--- config.mk ---
export PLATFORM = sky130hd
export DESIGN_NAME = alu_op_scheduler
export DESIGN_NICKNAME = d
export VERILOG_FILES = /design/src/rtl/alu_op_scheduler.sv
export SDC_FILE = /design/constraint.sdc
export NUM_CORES = 1
export LEC_CHECK = 0
export CAP_MARGIN = 10
export CORE_ASPECT_RATIO = 0.5
export CORE_UTILIZATION = 32
export CTS_CLUSTER_DIAMETER = 150
export DETAILED_ROUTE_END_ITERATION = 16
export GPL_TIMING_DRIVEN = 0
export PLACE_DENSITY = 0.82
export SETUP_SLACK_MARGIN = 0.1
export SYNTH_ARGS = -nofsm -noshare
export SYNTH_HDL_FRONTEND = slang
export SYNTH_SLANG_ARGS = --single-unit
--- constraint.sdc ---
create_clock -name CLK -period 1.2 [get_ports CLK]
set_input_delay 0.12 -clock CLK [delete_from_list [all_inputs] [get_ports CLK]]
set_output_delay 0.12 -clock CLK [all_outputs]
set_load 0.02 [all_outputs]
--- src/rtl/alu_op_scheduler.sv ---
// Two-requester round-robin front end for the shared ALU units: latch one op, pulse the
// unit enable for one cycle, capture the registered unit result and return it with DONE.
module alu_op_scheduler #(
  parameter int WIDTH_A   = 8,
  parameter int WIDTH_B   = 8,
  parameter int OUT_WIDTH = 16
) (
  input  logic                 CLK,
  input  logic                 RST,
  input  logic                 REQ0,
  input  logic                 REQ1,
  input  logic [3:0]           FUN0,
  input  logic [3:0]           FUN1,
  input  logic [WIDTH_A-1:0]   A0,
  input  logic [WIDTH_A-1:0]   A1,
  input  logic [WIDTH_B-1:0]   B0,
  input  logic [WIDTH_B-1:0]   B1,
  output logic                 GNT0,
  output logic                 GNT1,
  output logic                 DONE0,
  output logic                 DONE1,
  output logic [OUT_WIDTH-1:0] RESULT,
  output logic                 BUSY,
  output logic [WIDTH_A-1:0]   UNIT_A,
  output logic [WIDTH_B-1:0]   UNIT_B,
  output logic [1:0]           UNIT_FUN,
  output logic                 ARITH_EN,
  output logic                 LOGIC_EN,
  output logic                 CMP_EN,
  output logic                 SHIFT_EN,
  input  logic [OUT_WIDTH-1:0] ARITH_OUT,
  input  logic [OUT_WIDTH-1:0] LOGIC_OUT,
  input  logic [OUT_WIDTH-1:0] CMP_OUT,
  input  logic [OUT_WIDTH-1:0] SHIFT_OUT
);

  typedef enum logic [1:0] {
    IDLE    = 2'd0,
    EXEC    = 2'd1,
    CAPTURE = 2'd2
  } state_t;

  state_t               state;
  state_t               state_nxt;
  logic                 prio;
  logic                 owner;
  logic [1:0]           unit_sel;
  logic                 take;
  logic                 pick;
  logic [OUT_WIDTH-1:0] unit_res;

  // GNT and the enables come only from registered state, never from REQ/FUN.
  always_comb begin
    state_nxt = state;
    take      = 1'b0;
    pick      = 1'b0;
    GNT0      = 1'b0;
    GNT1      = 1'b0;
    ARITH_EN  = 1'b0;
    LOGIC_EN  = 1'b0;
    CMP_EN    = 1'b0;
    SHIFT_EN  = 1'b0;
    BUSY      = (state != IDLE);
    case (state)
      IDLE: begin
        if (REQ0 || REQ1) begin
          take      = 1'b1;
          pick      = (REQ0 && REQ1) ? prio : REQ1;
          state_nxt = EXEC;
        end
      end
      EXEC: begin
        GNT0 = ~owner;
        GNT1 = owner;
        case (unit_sel)
          2'b00:   ARITH_EN = 1'b1;
          2'b01:   LOGIC_EN = 1'b1;
          2'b10:   CMP_EN   = 1'b1;
          default: SHIFT_EN = 1'b1;
        endcase
        state_nxt = CAPTURE;
      end
      CAPTURE: state_nxt = IDLE;
      default: state_nxt = IDLE;
    endcase
  end

  always_comb begin
    unit_res = ARITH_OUT;
    case (unit_sel)
      2'b00:   unit_res = ARITH_OUT;
      2'b01:   unit_res = LOGIC_OUT;
      2'b10:   unit_res = CMP_OUT;
      default: unit_res = SHIFT_OUT;
    endcase
  end

  always_ff @(posedge CLK or negedge RST) begin
    if (!RST) begin
      state    <= IDLE;
      prio     <= 1'b0;
      owner    <= 1'b0;
      unit_sel <= 2'b00;
      UNIT_A   <= '0;
      UNIT_B   <= '0;
      UNIT_FUN <= 2'b00;
      RESULT   <= '0;
      DONE0    <= 1'b0;
      DONE1    <= 1'b0;
    end else begin
      state <= state_nxt;
      DONE0 <= 1'b0;
      DONE1 <= 1'b0;
      if (take) begin
        UNIT_A   <= pick ? A1 : A0;
        UNIT_B   <= pick ? B1 : B0;
        UNIT_FUN <= pick ? FUN1[1:0] : FUN0[1:0];
        unit_sel <= pick ? FUN1[3:2] : FUN0[3:2];
        owner    <= pick;
        prio     <= ~pick;
      end
      if (state == CAPTURE) begin
        RESULT <= unit_res;
        DONE0  <= ~owner;
        DONE1  <= owner;
      end
    end
  end

endmodule
**Word level (Yosys, flattened, before mapping)**

Cells that the tools add are included.

- Register bits: 42
- Input port bits: 108
- Output and inout port bits: 43

- Eq/ne operators: 5
- Muxes and demuxes: 24
- Bitwise operators: 2
- Reductions and logical operators: 6

Operators with widths:

| operator | count |
|---|---|
| $pmux 16 s3 | 1 |
| $mux 1 | 17 |
| $mux 8 | 2 |
| $mux 2 | 3 |
| $eq 2x1->1 const B | 2 |
| $eq 2x2->1 const B | 2 |
| $logic_not 2->1 | 2 |
| $pmux 2 s2 | 1 |
| $reduce_or 3->1 | 1 |
| $ne 2x2->1 const B | 1 |
| $not 1->1 | 2 |
| $reduce_bool 2->1 | 1 |
| $logic_and 1x1->1 | 1 |
| $logic_or 1x1->1 | 1 |

**Logic depth before layout (Yosys ltp)**

- Depth in word-level cells: 5
- Gate-level depth with buffers: 6
- Gate-level depth less buffers: 4

**Worst setup path after synthesis**

No wires, ideal clock.

- Path kind: register to output
- Start: register unit_sel[1]
- End: output CMP_EN
- Arrival time: 1313 ps
- Required time: 1080 ps
- Path slack: -233 ps
- Cell stages (with the launch flop): 4
- Path through: dfrtp_1 -> buf_2 -> buf_2 -> nor3b_1

- Longest elaborated chain between the ends: 3

RTL lines:

| item | line | text |
|---|---|---|
| start, declared | 47 | `logic [1:0] unit_sel;` |
| start signal, assigned | 118 | `unit_sel <= pick ? FUN1[3:2] : FUN0[3:2];` |
| $eq 2x2->1 | 75 | `case (unit_sel)` |
| $mux 1 | 75 |  |
| $mux 1 | 64 | `case (state)` |
| end, declared | 29 | `output logic CMP_EN,` |

Every way passes these cells.

**Worst setup path after layout**

- Start: register state[1]
- End: output SHIFT_EN

- Longest elaborated chain between the ends: 2

RTL lines:

| item | line | text |
|---|---|---|
| start, declared | 43 | `state_t state;` |
| start signal, assigned | 111 | `state <= state_nxt;` |
| $eq 2x1->1 | 64 |  |
| $mux 1 | 64 |  |
| end, declared | 30 | `output logic SHIFT_EN,` |

Every way passes these cells.

==> metrics.md <==
| Metric | Value |
|---|---|
| Synthesized cell area | `2205 sq um` |
| Iteration-0 DRC Markers | `104` |
| Global placer's final weighted congestion | `0.7331` |
| Ports | `151` |
| H-tree levels | `2` |
| DRT Pass-1 Iters | `4` |
| Routed len/inst | `20.03 microns` |
| Vias in the first global route | `2674` |
| CP Capture Type | `output port` |
| Grt met3 use | `5.263%` |
| F_max | `687.7 MHz` |
| Crit-path slowest cell | `dfrtp_2` |
| Reg2reg path depth | `5` |
| Cells after synthesis | `189` |
| Num CTS Buffers | `5` |
| Fin crit share | `121.2%` |
| Share of cells above drive strength 1 | `31.08%` |
| Final Skew | `0.008465 ns` |
| Final hold slack | `0.2731 ns` |
| Crit Path Max Fanout | `5` |
| Critical Path AT | `1.33 ns` |
| Peak supply drop | `1.094 mV` |
| WL final | `9.173 mm` |
| Total track usage | `24.36%` |
| Critical Path Source Type | `flop` |
| Global-route wire length before repair | `13.32 mm` |
| Syn_nets | `297` |
| Initial antenna violation count | `0` |
| CP startpoint | `state[1]$_DFFE_PN0P_` |
| Distinct cells, synth | `21` |
| Final-report hold violation count | `0` |
| PnR worst setup slack | `-0.2541 ns` |
| Clk root buf | `clkbuf_16` |
| Synth Register Bits | `42` |
| GR Overflow Total | `0` |
| Setup slack, reg-to-reg | `-0.20 ns` |
| Relative slew slack | `75.42%` |
| Cell leakage power | `1.905 nW` |
| Post-route cell area | `4320 sq um` |
| Worst-path cell chain | `nand2b_4 -> inv_4 -> and3_4 -> buf_6` |
| Port Buffers | `150` |
| Critical path required time | `1.08 ns` |
| Fillcell total | `455` |
| Clock Sinks | `42` |
| TritonCTS clock tree | `built` |
| Max clock buf depth | `2` |
| Vias | `2402` |
| Area grow syn2layout | `95.97%` |
| M1 GR Usage | `27.36%` |
| # DRC | `0` |
| Starting Density | `34.69%` |
| Area after DPL | `3884 sq um` |
| Reg2reg end | `UNIT_A[3]$_DFFE_PN0P_` |
| Worst Setup EP | `SHIFT_EN` |
| Sequential share of the synthesized area | `47.67%` |
| Core area | `6356 sq um` |
| Reg-to-reg startpoint | `state[1]$_DFFE_PN0P_` |
| Detailed placement HPWL | `5.866 mm` |
| ANT cells | `0` |
| CP Class | `reg2out` |
| Commonest non-fill, non-tap cell in the layout | `clkdlybuf4s50_1` |
| RSZ-0062 raised after global routing | `yes` |
| Worst Hold Class | `in2async` |
| Yosys warnings | `0` |
| Final Critical Period | `1.454 ns` |
| Placement Setup Slack | `-0.5890 ns` |
| Clk_lat worst skew | `0.29 ns` |
| Die area | `7245 sq um` |
| CP peak stage delay | `0.45 ns` |
| Fin cells | `458` |
| Pin count of the biggest net entering global routing | `31` |
| Most frequent cells in the layout | `clkdlybuf4s50_1 (106), dfrtp_1 (40), mux2i_1 (30)` |
| Tightest Pin Transition | `0.3687 ns` |
| Fin. max-slew vios | `0` |
| Most used routing layer | `met2` |
| Die height | `60.69 microns` |
| Dpl cells | `428` |
| Clock slew at reported path FFs | `0.06 ns` |
| Area of the multi-input gates | `1185 sq um` |
| Reg area | `1054 sq um` |
| Syn avg cell area | `11.66 sq um` |
| Vias per cell | `5.245` |
| Grt met2 use | `47.34%` |
| # rows | `20` |
| Final Setup Violations | `44` |
| MaxCap Viol Count | `0` |
| DRT antenna net count | `0` |
| P per Cell Area | `2463 nW/um^2` |
| Die width | `119.4 microns` |
| Status | `finished, violations left` |
| Failing checks | `negative setup slack` |
| Nets | `478` |
## flip-flops by register name, indices dropped and copies added (netlist names)
register / flops
owner: 1
DONE0: 1
UNIT_FUN: 2
state: 2
prio: 1
DONE1: 1
UNIT_B: 8
UNIT_A: 8
unit_sel: 2
RESULT: 16
## power breakdown
part / total, mW / internal (mW) / switching [mW]
combinational: 6.73 / 3.35 / 3.38
clock: 1.31 / 0.762 / 0.548
sequential: 2.60 / 2.11 / 0.486
## final cells by class
type | count | area share, %
Inverter | 4 | 0.4054
Timing Repair Buffer | 175 | 37.97
Tap cell | 88 | 2.549
Clock buffer | 7 | 3.070
Sequential cell | 42 | 24.38
Buffer | 16 | 4.199
Multi-Input combinational cell | 126 | 27.43
## critical path: cells and delay by family, from the launching register on
family,cells,cell delay [ns]
DFF,1,0.45
buffers and inverters,2,0.20
and+or+nand+nor,2,0.40
## per-stage QoR
| stage | total power, mW | util, % | setup TNS, ns |
|---|---|---|---|
| final | 10.64 | 67.97 | -7.140 |
| after global routing | 11.17 | 67.97 | -8.485 |
| after CTS | 10.35 | 68.76 | -6.713 |
| after detailed placement | 8.126 | 61.10 | -16.59 |
| after global placement | 7.953 | 60.87 | -60.29 |
| after floorplan | 5.774 | - | -2.545 |
## cell usage after synthesis
cell      instances  area (sq um)
nand2_1          19         71.32
nand3b_1          1         7.510
nor2_1            6         22.52
clkbuf_1          3         11.26
buf_1             1         3.750
dfrtp_1          42          1051
nand2b_1          3         18.77
a21boi_0         15         112.6
o221ai_1          6         52.55
a21o_1            2         15.01
and3_1            3         18.77
nor3b_1           1         7.510
inv_1             4         15.01
buf_6             1         11.26
buf_2            12         60.06
a221o_1          20         200.2
a21boi_1          5         37.54
or2_1             2         12.51
nor3_1            1         5.000
o221ai_2         10         150.1
mux2i_1          32         320.3
## worst min path at each step
stage                               to
2_1_floorplan          DONE0$_DFF_PN0_
3_3_place_gp     RESULT[9]$_DFFE_PN0N_
3_5_place_dp     UNIT_A[0]$_DFFE_PN0P_
4_1_cts          UNIT_A[0]$_DFFE_PN0P_
5_1_grt          UNIT_A[0]$_DFFE_PN0P_
6_report       UNIT_FUN[0]$_DFFE_PN0P_
## what timing repair did
action | CTS | global route
buffers inserted | 15 | 4
pin swaps | 8 | 5
cloned | 4 | 0
gates resized for setup | 163 | 57
endpoints found under the setup margin | 84 | 77
hold buffers | 1 | 0
endpoints found under the hold margin | 12 | 0
## routing by layer
metal | up-vias | wire (microns)
met5 | - | 0
met1 | 1185 | 3658
li1 | 1086 | -
met3 | 20 | 509
met2 | 111 | 4798
met4 | 0 | 206
## kinds of logic after synthesis
group	after synthesis	share of synthesized area, %
simple gates	36	7.435
flops	42	47.67
mux	32	14.53
compound gates	58	25.77
buf+inv	21	4.597
No activity file was read; power rests on OpenSTA's default activity.
